### config.mk
export PLATFORM = sky130hd
export DESIGN_NAME = dbg_bus_target
export DESIGN_NICKNAME = d
export VERILOG_FILES = /design/src/rtl/dbg_bus_pkg.sv /design/src/rtl/dbg_wait_timer.sv /design/src/rtl/dbg_bus_target.sv
export SDC_FILE = /design/constraint.sdc
export NUM_CORES = 1
export LEC_CHECK = 0
export CORE_ASPECT_RATIO = 0.8
export CORE_UTILIZATION = 30
export DETAILED_ROUTE_END_ITERATION = 8
export SLEW_MARGIN = 25
export SYNTH_ARGS = -nofsm -noshare
export SYNTH_HDL_FRONTEND = slang
export SYNTH_SLANG_ARGS = --single-unit
### constraint.sdc
create_clock -name clk -period 2.6 [get_ports clk]
set_input_delay 0.26 -clock clk [delete_from_list [all_inputs] [get_ports clk]]
set_output_delay 0.26 -clock clk [all_outputs]
set_load 0.01 [all_outputs]
### src/rtl/dbg_bus_pkg.sv
// Shared definitions for the debug data bus target: FSM states and command beat layout.
// Pure declarations; no logic, no latency.
package dbg_bus_pkg;

    typedef enum logic [2:0] {
        ST_IDLE    = 3'd0,
        ST_WDATA   = 3'd1,
        ST_WACC    = 3'd2,
        ST_RACC    = 3'd3,
        ST_TURN    = 3'd4,
        ST_DRIVE   = 3'd5,
        ST_RELEASE = 3'd6
    } state_e;

    localparam int CMD_ADDR_LSB = 0;

    // Write flag sits in the MSB of a command beat.
    function automatic int cmd_wr_bit(input int data_w);
        return data_w - 1;
    endfunction

endpackage

### src/rtl/dbg_wait_timer.sv
// Clearable up-counter bounding register-side wait states; expire is high in the TIMEOUT-th counted cycle.
// Zero latency on expire (decoded from the count register); no backpressure.
module dbg_wait_timer #(
    parameter int TIMEOUT = 15
) (
    input  logic clk,
    input  logic rst_n,
    input  logic clr,
    input  logic en,
    output logic expire
);
    localparam int CNT_W = $clog2(TIMEOUT + 1);

    logic [CNT_W-1:0] cnt_q;
    logic [CNT_W-1:0] cnt_d;

    assign expire = (cnt_q == CNT_W'(TIMEOUT - 1));

    always_comb begin
        cnt_d = cnt_q;
        if (clr) begin
            cnt_d = '0;
        end else if (en && !expire) begin
            cnt_d = cnt_q + CNT_W'(1);
        end
    end

    always_ff @(posedge clk or negedge rst_n) begin
        if (!rst_n) begin
            cnt_q <= '0;
        end else begin
            cnt_q <= cnt_d;
        end
    end

endmodule

### src/rtl/dbg_bus_target.sv
// Responder on the half-duplex debug bus: decodes command/data beats, runs register accesses, returns read data.
// All outputs registered; read ack 2 cycles after reg_ready, write ack 1 cycle after; register side stalls via reg_ready with timeout.
module dbg_bus_target
    import dbg_bus_pkg::*;
#(
    parameter int DATA_W  = 32,
    parameter int ADDR_W  = 8,
    parameter int TIMEOUT = 15
) (
    input  logic              clk,
    input  logic              rst_n,
    input  logic [DATA_W-1:0] bus_in,
    input  logic              bus_strobe,
    output logic [DATA_W-1:0] bus_out,
    output logic              bus_oe,
    output logic              bus_ack,
    output logic              bus_err,
    output logic              busy,
    output logic [ADDR_W-1:0] reg_addr,
    output logic [DATA_W-1:0] reg_wdata,
    output logic              reg_we,
    output logic              reg_re,
    input  logic [DATA_W-1:0] reg_rdata,
    input  logic              reg_ready
);
    localparam int WR_BIT = cmd_wr_bit(DATA_W);

    state_e            state_q, state_d;
    logic [DATA_W-1:0] rdata_q, rdata_d;
    logic [DATA_W-1:0] bus_out_q, bus_out_d;
    logic              bus_oe_q, bus_oe_d;
    logic              bus_ack_q, bus_ack_d;
    logic              bus_err_q, bus_err_d;
    logic              busy_q, busy_d;
    logic [ADDR_W-1:0] reg_addr_q, reg_addr_d;
    logic [DATA_W-1:0] reg_wdata_q, reg_wdata_d;
    logic              reg_we_q, reg_we_d;
    logic              reg_re_q, reg_re_d;

    logic in_acc;
    logic tmo_expire;

    assign in_acc = (state_q == ST_WACC) || (state_q == ST_RACC);

    dbg_wait_timer #(.TIMEOUT(TIMEOUT)) u_wait_timer (
        .clk    (clk),
        .rst_n  (rst_n),
        .clr    (!in_acc),
        .en     (in_acc),
        .expire (tmo_expire)
    );

    always_comb begin
        state_d     = state_q;
        rdata_d     = rdata_q;
        reg_addr_d  = reg_addr_q;
        reg_wdata_d = reg_wdata_q;
        reg_we_d    = reg_we_q;
        reg_re_d    = reg_re_q;
        bus_out_d   = '0;
        bus_oe_d    = 1'b0;
        bus_ack_d   = 1'b0;
        bus_err_d   = 1'b0;

        unique case (state_q)
            ST_IDLE: begin
                if (bus_strobe) begin
                    reg_addr_d = bus_in[CMD_ADDR_LSB +: ADDR_W];
                    if (bus_in[WR_BIT]) begin
                        state_d = ST_WDATA;
                    end else begin
                        state_d  = ST_RACC;
                        reg_re_d = 1'b1;
                    end
                end
            end
            ST_WDATA: begin
                if (bus_strobe) begin
                    reg_wdata_d = bus_in;
                    reg_we_d    = 1'b1;
                    state_d     = ST_WACC;
                end
            end
            // reg_ready on the expiry cycle still completes the access.
            ST_WACC: begin
                if (reg_ready) begin
                    reg_we_d  = 1'b0;
                    bus_ack_d = 1'b1;
                    state_d   = ST_IDLE;
                end else if (tmo_expire) begin
                    reg_we_d  = 1'b0;
                    bus_err_d = 1'b1;
                    state_d   = ST_IDLE;
                end
            end
            ST_RACC: begin
                if (reg_ready) begin
                    rdata_d  = reg_rdata;
                    reg_re_d = 1'b0;
                    state_d  = ST_TURN;
                end else if (tmo_expire) begin
                    reg_re_d  = 1'b0;
                    bus_err_d = 1'b1;
                    state_d   = ST_IDLE;
                end
            end
            // A master still driving during turnaround spoils the read: flag it instead of acking.
            ST_TURN: begin
                state_d   = ST_DRIVE;
                bus_oe_d  = 1'b1;
                bus_out_d = rdata_q;
                bus_err_d = bus_strobe;
                bus_ack_d = !bus_strobe;
            end
            ST_DRIVE: begin
                state_d   = ST_RELEASE;
                bus_err_d = bus_strobe;
            end
            ST_RELEASE: begin
                state_d = ST_IDLE;
            end
            default: begin
                state_d = ST_IDLE;
            end
        endcase

        busy_d = (state_d != ST_IDLE);
    end

    always_ff @(posedge clk or negedge rst_n) begin
        if (!rst_n) begin
            state_q     <= ST_IDLE;
            rdata_q     <= '0;
            bus_out_q   <= '0;
            bus_oe_q    <= 1'b0;
            bus_ack_q   <= 1'b0;
            bus_err_q   <= 1'b0;
            busy_q      <= 1'b0;
            reg_addr_q  <= '0;
            reg_wdata_q <= '0;
            reg_we_q    <= 1'b0;
            reg_re_q    <= 1'b0;
        end else begin
            state_q     <= state_d;
            rdata_q     <= rdata_d;
            bus_out_q   <= bus_out_d;
            bus_oe_q    <= bus_oe_d;
            bus_ack_q   <= bus_ack_d;
            bus_err_q   <= bus_err_d;
            busy_q      <= busy_d;
            reg_addr_q  <= reg_addr_d;
            reg_wdata_q <= reg_wdata_d;
            reg_we_q    <= reg_we_d;
            reg_re_q    <= reg_re_d;
        end
    end

    assign bus_out   = bus_out_q;
    assign bus_oe    = bus_oe_q;
    assign bus_ack   = bus_ack_q;
    assign bus_err   = bus_err_q;
    assign busy      = busy_q;
    assign reg_addr  = reg_addr_q;
    assign reg_wdata = reg_wdata_q;
    assign reg_we    = reg_we_q;
    assign reg_re    = reg_re_q;

endmodule
-- Word-level counts from Yosys, hierarchy flattened
Cells that the tools add are included.
- flip-flop bits (word level): 117
- bits in latches: 0
- bits in writable memories: 0
- ROM bits: 0
- input port bits: 68
- output and inout bits: 78
- logic and storage cells: 63
- memories kept: 0
- $add $sub $neg: 1
- $mul: 0
- div/mod/pow operators: 0
- $lt $le $gt $ge: 0
- eq/ne operators: 12
- shifts and indexed selects: 0
- multiplexer cells: 23
- bitwise operators: 0
- reduce and logical (&&, ||, !) cells: 15
- operator list (operator ; number):
    2-to-1 mux 32 bit ; 1
    one-hot mux 3 bit (6 select lines) ; 1
    2-to-1 mux 3 bit ; 5
    2-to-1 mux 1 bit ; 9
    2-to-1 mux 4 bit ; 2
    inequality test 2 bit, second input constant ; 4
    one-hot mux 1 bit (2 select lines) ; 4
    == test 3 x 2 -> 1 bit, second input constant ; 2
    == test 3 bit, second input constant ; 2
    inequality test 3 x 2 -> 1 bit, second input constant ; 2
    AND reduction 2 bit ; 3
    adder 4 x 1 -> 4 bit, second input constant ; 1
    == test 4 bit, second input constant ; 1
    AND reduction 4 bit ; 1
    nonzero test 2 bit ; 2
    OR reduction 2 bit ; 2
    == test 3 x 1 -> 1 bit, second input constant ; 1
    logical NOT 3 bit ; 1
    AND reduction 3 bit ; 1
    nonzero test 3 bit ; 1
    logical NOT 1 bit ; 2
    2-to-1 mux 2 bit ; 1
    logical AND 1 bit ; 1
    logical OR 1 bit ; 1

-- Logic depth before layout (Yosys ltp)
- depth after elaboration: 5
- gate-level depth with buffers: 5
- gate-level depth less buffers: 5

-- Hierarchy
A second synthesis with hierarchy kept.
- cell total of the unflattened synthesis: 284
- area total of the unflattened synthesis: 4389.2 sq um
- by module, submodules not included (module ; instances ; cells an instance ; area an instance (sq um) ; seq. area each (sq um)):
    dbg_bus_target ; 1 ; 260 ; 4167.7 ; 2827.7
    dbg_wait_timer ; 1 ; 24 ; 221.5 ; 100.1

-- Worst setup path before layout
OpenSTA, ideal clock, no wires.
- kind: register to register
- from: register state_q[1]
- to: register reg_addr_q[0] (netlist: reg_addr[0])
- setup time: 0.125 ns
- arrival time: 1.382 ns
- data required time: 2.475 ns
- slack: 1.094 ns
- stages on the path, launching flop included: 4
- path buffers: 1
- period minus slack after synthesis: 1.506 ns
- cell sequence: dfrtp_1 > buf_6 > nor4b_4 > mux2_2
- cells in the longest elaborated chain, start to end: 2
- RTL lines (item ; line ; RTL):
    start: declaration ; dbg_bus_target.sv:28 ; state_e state_q, state_d;
    start signal: assignment ; dbg_bus_target.sv:144 ; state_q <= state_d;
    logical NOT 3 bit ; dbg_bus_target.sv:65 ; unique case (state_q)
    AND reduction 2 bit (no line) ; -- ;
    end signal: assignment ; dbg_bus_target.sv:151 ; reg_addr_q <= reg_addr_d;
    end: declaration ; dbg_bus_target.sv:35 ; logic [ADDR_W-1:0] reg_addr_q, reg_addr_d;
No other way between the ends.
A chain may end at the register's enable or synchronous reset.

-- Worst setup path in the final report
- from: register state_q[2]
- to: register rdata_q[8]
- cells in the longest elaborated chain, start to end: 2
- RTL lines (item ; line ; RTL):
    == test 3 x 2 -> 1 bit ; dbg_bus_target.sv:65 ;
    AND reduction 2 bit (no line) ; -- ;
    end signal: assignment ; dbg_bus_target.sv:145 ; rdata_q <= rdata_d;
    end: declaration ; dbg_bus_target.sv:29 ; logic [DATA_W-1:0] rdata_q, rdata_d;
No other way between the ends.

==> summary.txt <==
Synthesis
  • Top-count cell post-synth: dfrtp_1
  • Post-synth top area share: 67.38%
  • Post-synth ARST share: 100.0%
  • Cells after synthesis: 283
  • Synth Register Bits: 117
  • Post-synth top area cell: dfrtp_1
  • Post-synth top cells: 117 x dfrtp_1, 71 x mux2_2, 33 x and2_1
  • Post-Syn Area: 4345 um^2
  • Yosys cell types: 33
  • Area contributors post-synth: dfrtp_1 67%, mux2_2 18%, and2_1 4.8%
  • YS warnings: 0
  • Avg Cell Area, Syn: 15.35 um^2
  • Number of flops mapped to enable cells by yosys: 0
  • Synth Net Count: 353
  • Ys flop type: dfrtp_1
  • Sequential share of the synthesized area: 67.38%

Timing
  • Worst-Margin Slew: 669.5 ps
  • Fin. max-slew vios: 0
  • Clock skew: 3.964 ps
  • Setup_tns: 0 ps
  • Max-slew headroom: 55.18%
  • Period minus WS final: 1865 ps
  • Final Setup Violations: 0
  • Fin crit share: 71.73%
  • Unrepaired setup endpoints after global routing: no
  • FMAX: 0.5362 GHz
  • Fin. Hold Viols: 0

Clock tree
  • Worst-Skew Late Latency: 400 ps
  • Clock buffer count from CTS: 17
  • CTS resizes: 0
  • Postcts setup bufs: 0
  • H-Tree Level Count: 4
  • Clk root buf: clkbuf_16
  • CTS clock-pin slew for the worst setup and hold paths: 50 ps
  • CTS tree: done
  • CTS Hold Bufs: 1
  • Total clock sinks: 117
  • CTS max path bufs: 2

Cells and area
  • Diodes inserted: 0
  • # nets final: 510
  • Area Overhead vs Synth: 51.22%
  • Fin util: 47.50%
  • Proportion of layout cells with a drive suffix above 1: 24.39%

Worst setup path
  • Setup CP Type: register to register
  • CP bufs+invs: 1
  • Worst Path Arrival: 2150 ps
  • R2R Setup Slk: 730 ps
  • CP Data Required Time: 2880 ps
  • CP Cell Sequence: and2b_2 -> nand3_2 -> buf_4 -> mux2_2
  • Crit Path Max Fanout: 33
  • Crit-path max cell delay: 580 ps
  • Critical-path top delay cell: dfrtp_1
  • CP startpoint kind: register
  • Crit path capture type: register
  • Kind of cell adding the most delay to the critical path: flip-flops

Outcome
  • Status: finished clean

GRT
  • First-pass GRT wire length: 14.64 mm
  • Largest net degree at the start of global routing: 51
  • Initial antenna violation count: 0
  • Vias in the first global route: 2920
  • Total gr overflow: 0
  • Global Route Usage Sum: 13.10%

Die
  • Core Box Area: 13840 um^2
  • Row count: 38
  • DIE HEIGHT: 109.6 um
  • Die Area: 14970 um^2
  • Die Wd: 136.6 um
  • Starting Density: 31.41%
  • IO Count: 146

Route
  • DRT antenna net count: 0
  • Routed WL per cell: 14.31 um
  • Drc violations: 0
  • Routed WL: 9.027 mm
  • First drt pass iteration count: 4
  • Vias: 2776
  • DRT iter0 DRCs: 46
  • Vias per inst: 4.399

Run
  • Max Cap Viol: 0

Placed design
  • I/O Buffers: 145
  • Gp weighted congestion: 0.7748
  • DPL Wire Length: 6.106 mm

Pwr
  • Overall power: 7.486 mW
  • Leakage: 2.838 nW
  • PD cells: 1139 nW/um^2
  • Max VDD drop: 556.1 uV

Hold path
  • Min-delay worst type: input pin to asynchronous set/reset pin
-- metrics by stage --
stage | cells | area (um^2) | hold slack (ps) | setup WS (ps)
global route | 631 | 6571 | 448.7 | 606.9
floorplan | 283 | 4345 | -35.59 | 1094
detailed placement | 600 | 5996 | 301.7 | 580.9
global placement | 600 | 5996 | 297.6 | 647.1
CTS | 631 | 6571 | 404.5 | 716.7
finish | 631 | 6571 | 395.1 | 735.0
-- layout by cell type (no fill, tap or decap), types with 4 or more instances in the layout --
| master | Yosys | final |
|---|---|---|
| clkdlybuf4s50_1 | 0 | 144 |
| dfrtp_1 | 117 | 117 |
| mux2_2 | 71 | 71 |
| and2_1 | 33 | 33 |
| clkbuf_16 | 0 | 17 |
| a21oi_1 | 5 | 5 |
| inv_1 | 5 | 5 |
| nor2_1 | 5 | 4 |
| a31oi_1 | 4 | 4 |
| clkinvlp_4 | 0 | 4 |
| buf_4 | 1 | 4 |
-- registers in the layout (all words and copies together) (netlist names) --
| signal | count |
|---|---|
| bus_out | 32 |
| reg_re | 1 |
| state_q | 3 |
| rdata_q | 32 |
| busy | 1 |
| bus_oe | 1 |
| reg_we | 1 |
| bus_err | 1 |
| reg_addr | 8 |
| bus_ack | 1 |
| u_wait_timer.cnt_q | 4 |
| reg_wdata | 32 |
-- final cells by class --
class	instances	area (um^2)
Timing Repair Buffer	151	1521
Clock inverter	9	105.1
Inverter	5	18.77
Fill cell	1214	7264
Clock buffer	21	460.4
Sequential cell	117	2928
Multi-Input combinational cell	148	1313
Tap cell	180	225.2
-- per-layer routing --
layer / share of wire (%) / up-vias / GRT usage [%]
met1: 42 / 1369 / 15.83
met2: 44 / 113 / 18.93
met5: 0 / - / 0
li1: - / 1286 / -
met3: 12 / 8 / 7.699
met4: 1.0 / 0 / 5.317
-- power by group --
group | switching [mW] | internal [mW]
Clock | 0.781 | 1.44
Combinational | 0.840 | 1.49
Sequential | 0.393 | 2.54
-- worst paths after layout --
check	endpoint	start	cells after the start
setup / recovery	rdata_q[8]$_DFFE_PN0P_	state_q[2]$_DFF_PN0_	4
hold / removal	bus_oe$_DFF_PN0_	rst_n	2
setup reg to reg	rdata_q[8]$_DFFE_PN0P_	state_q[2]$_DFF_PN0_	4
hold reg to reg	bus_out[18]$_DFF_PN0_	rdata_q[18]$_DFFE_PN0P_	1
max in group asynchronous	reg_wdata[16]$_DFFE_PN0P_	rst_n	3
min in group clk	rdata_q[0]$_DFFE_PN0P_	reg_rdata[0]	2
-- cells by family after synthesis --
family | after synthesis | synth area share (%)
adders and majority gates | 2 | 0.5758
AOI/OAI and AO/OA | 18 | 2.563
xor gates and xnor gates | 2 | 0.4032
buffers and inverters | 18 | 2.476
and+or+nand+nor | 54 | 7.947
muxes | 72 | 18.66
DFF | 117 | 67.38
Power figures use the tool's default switching activity.
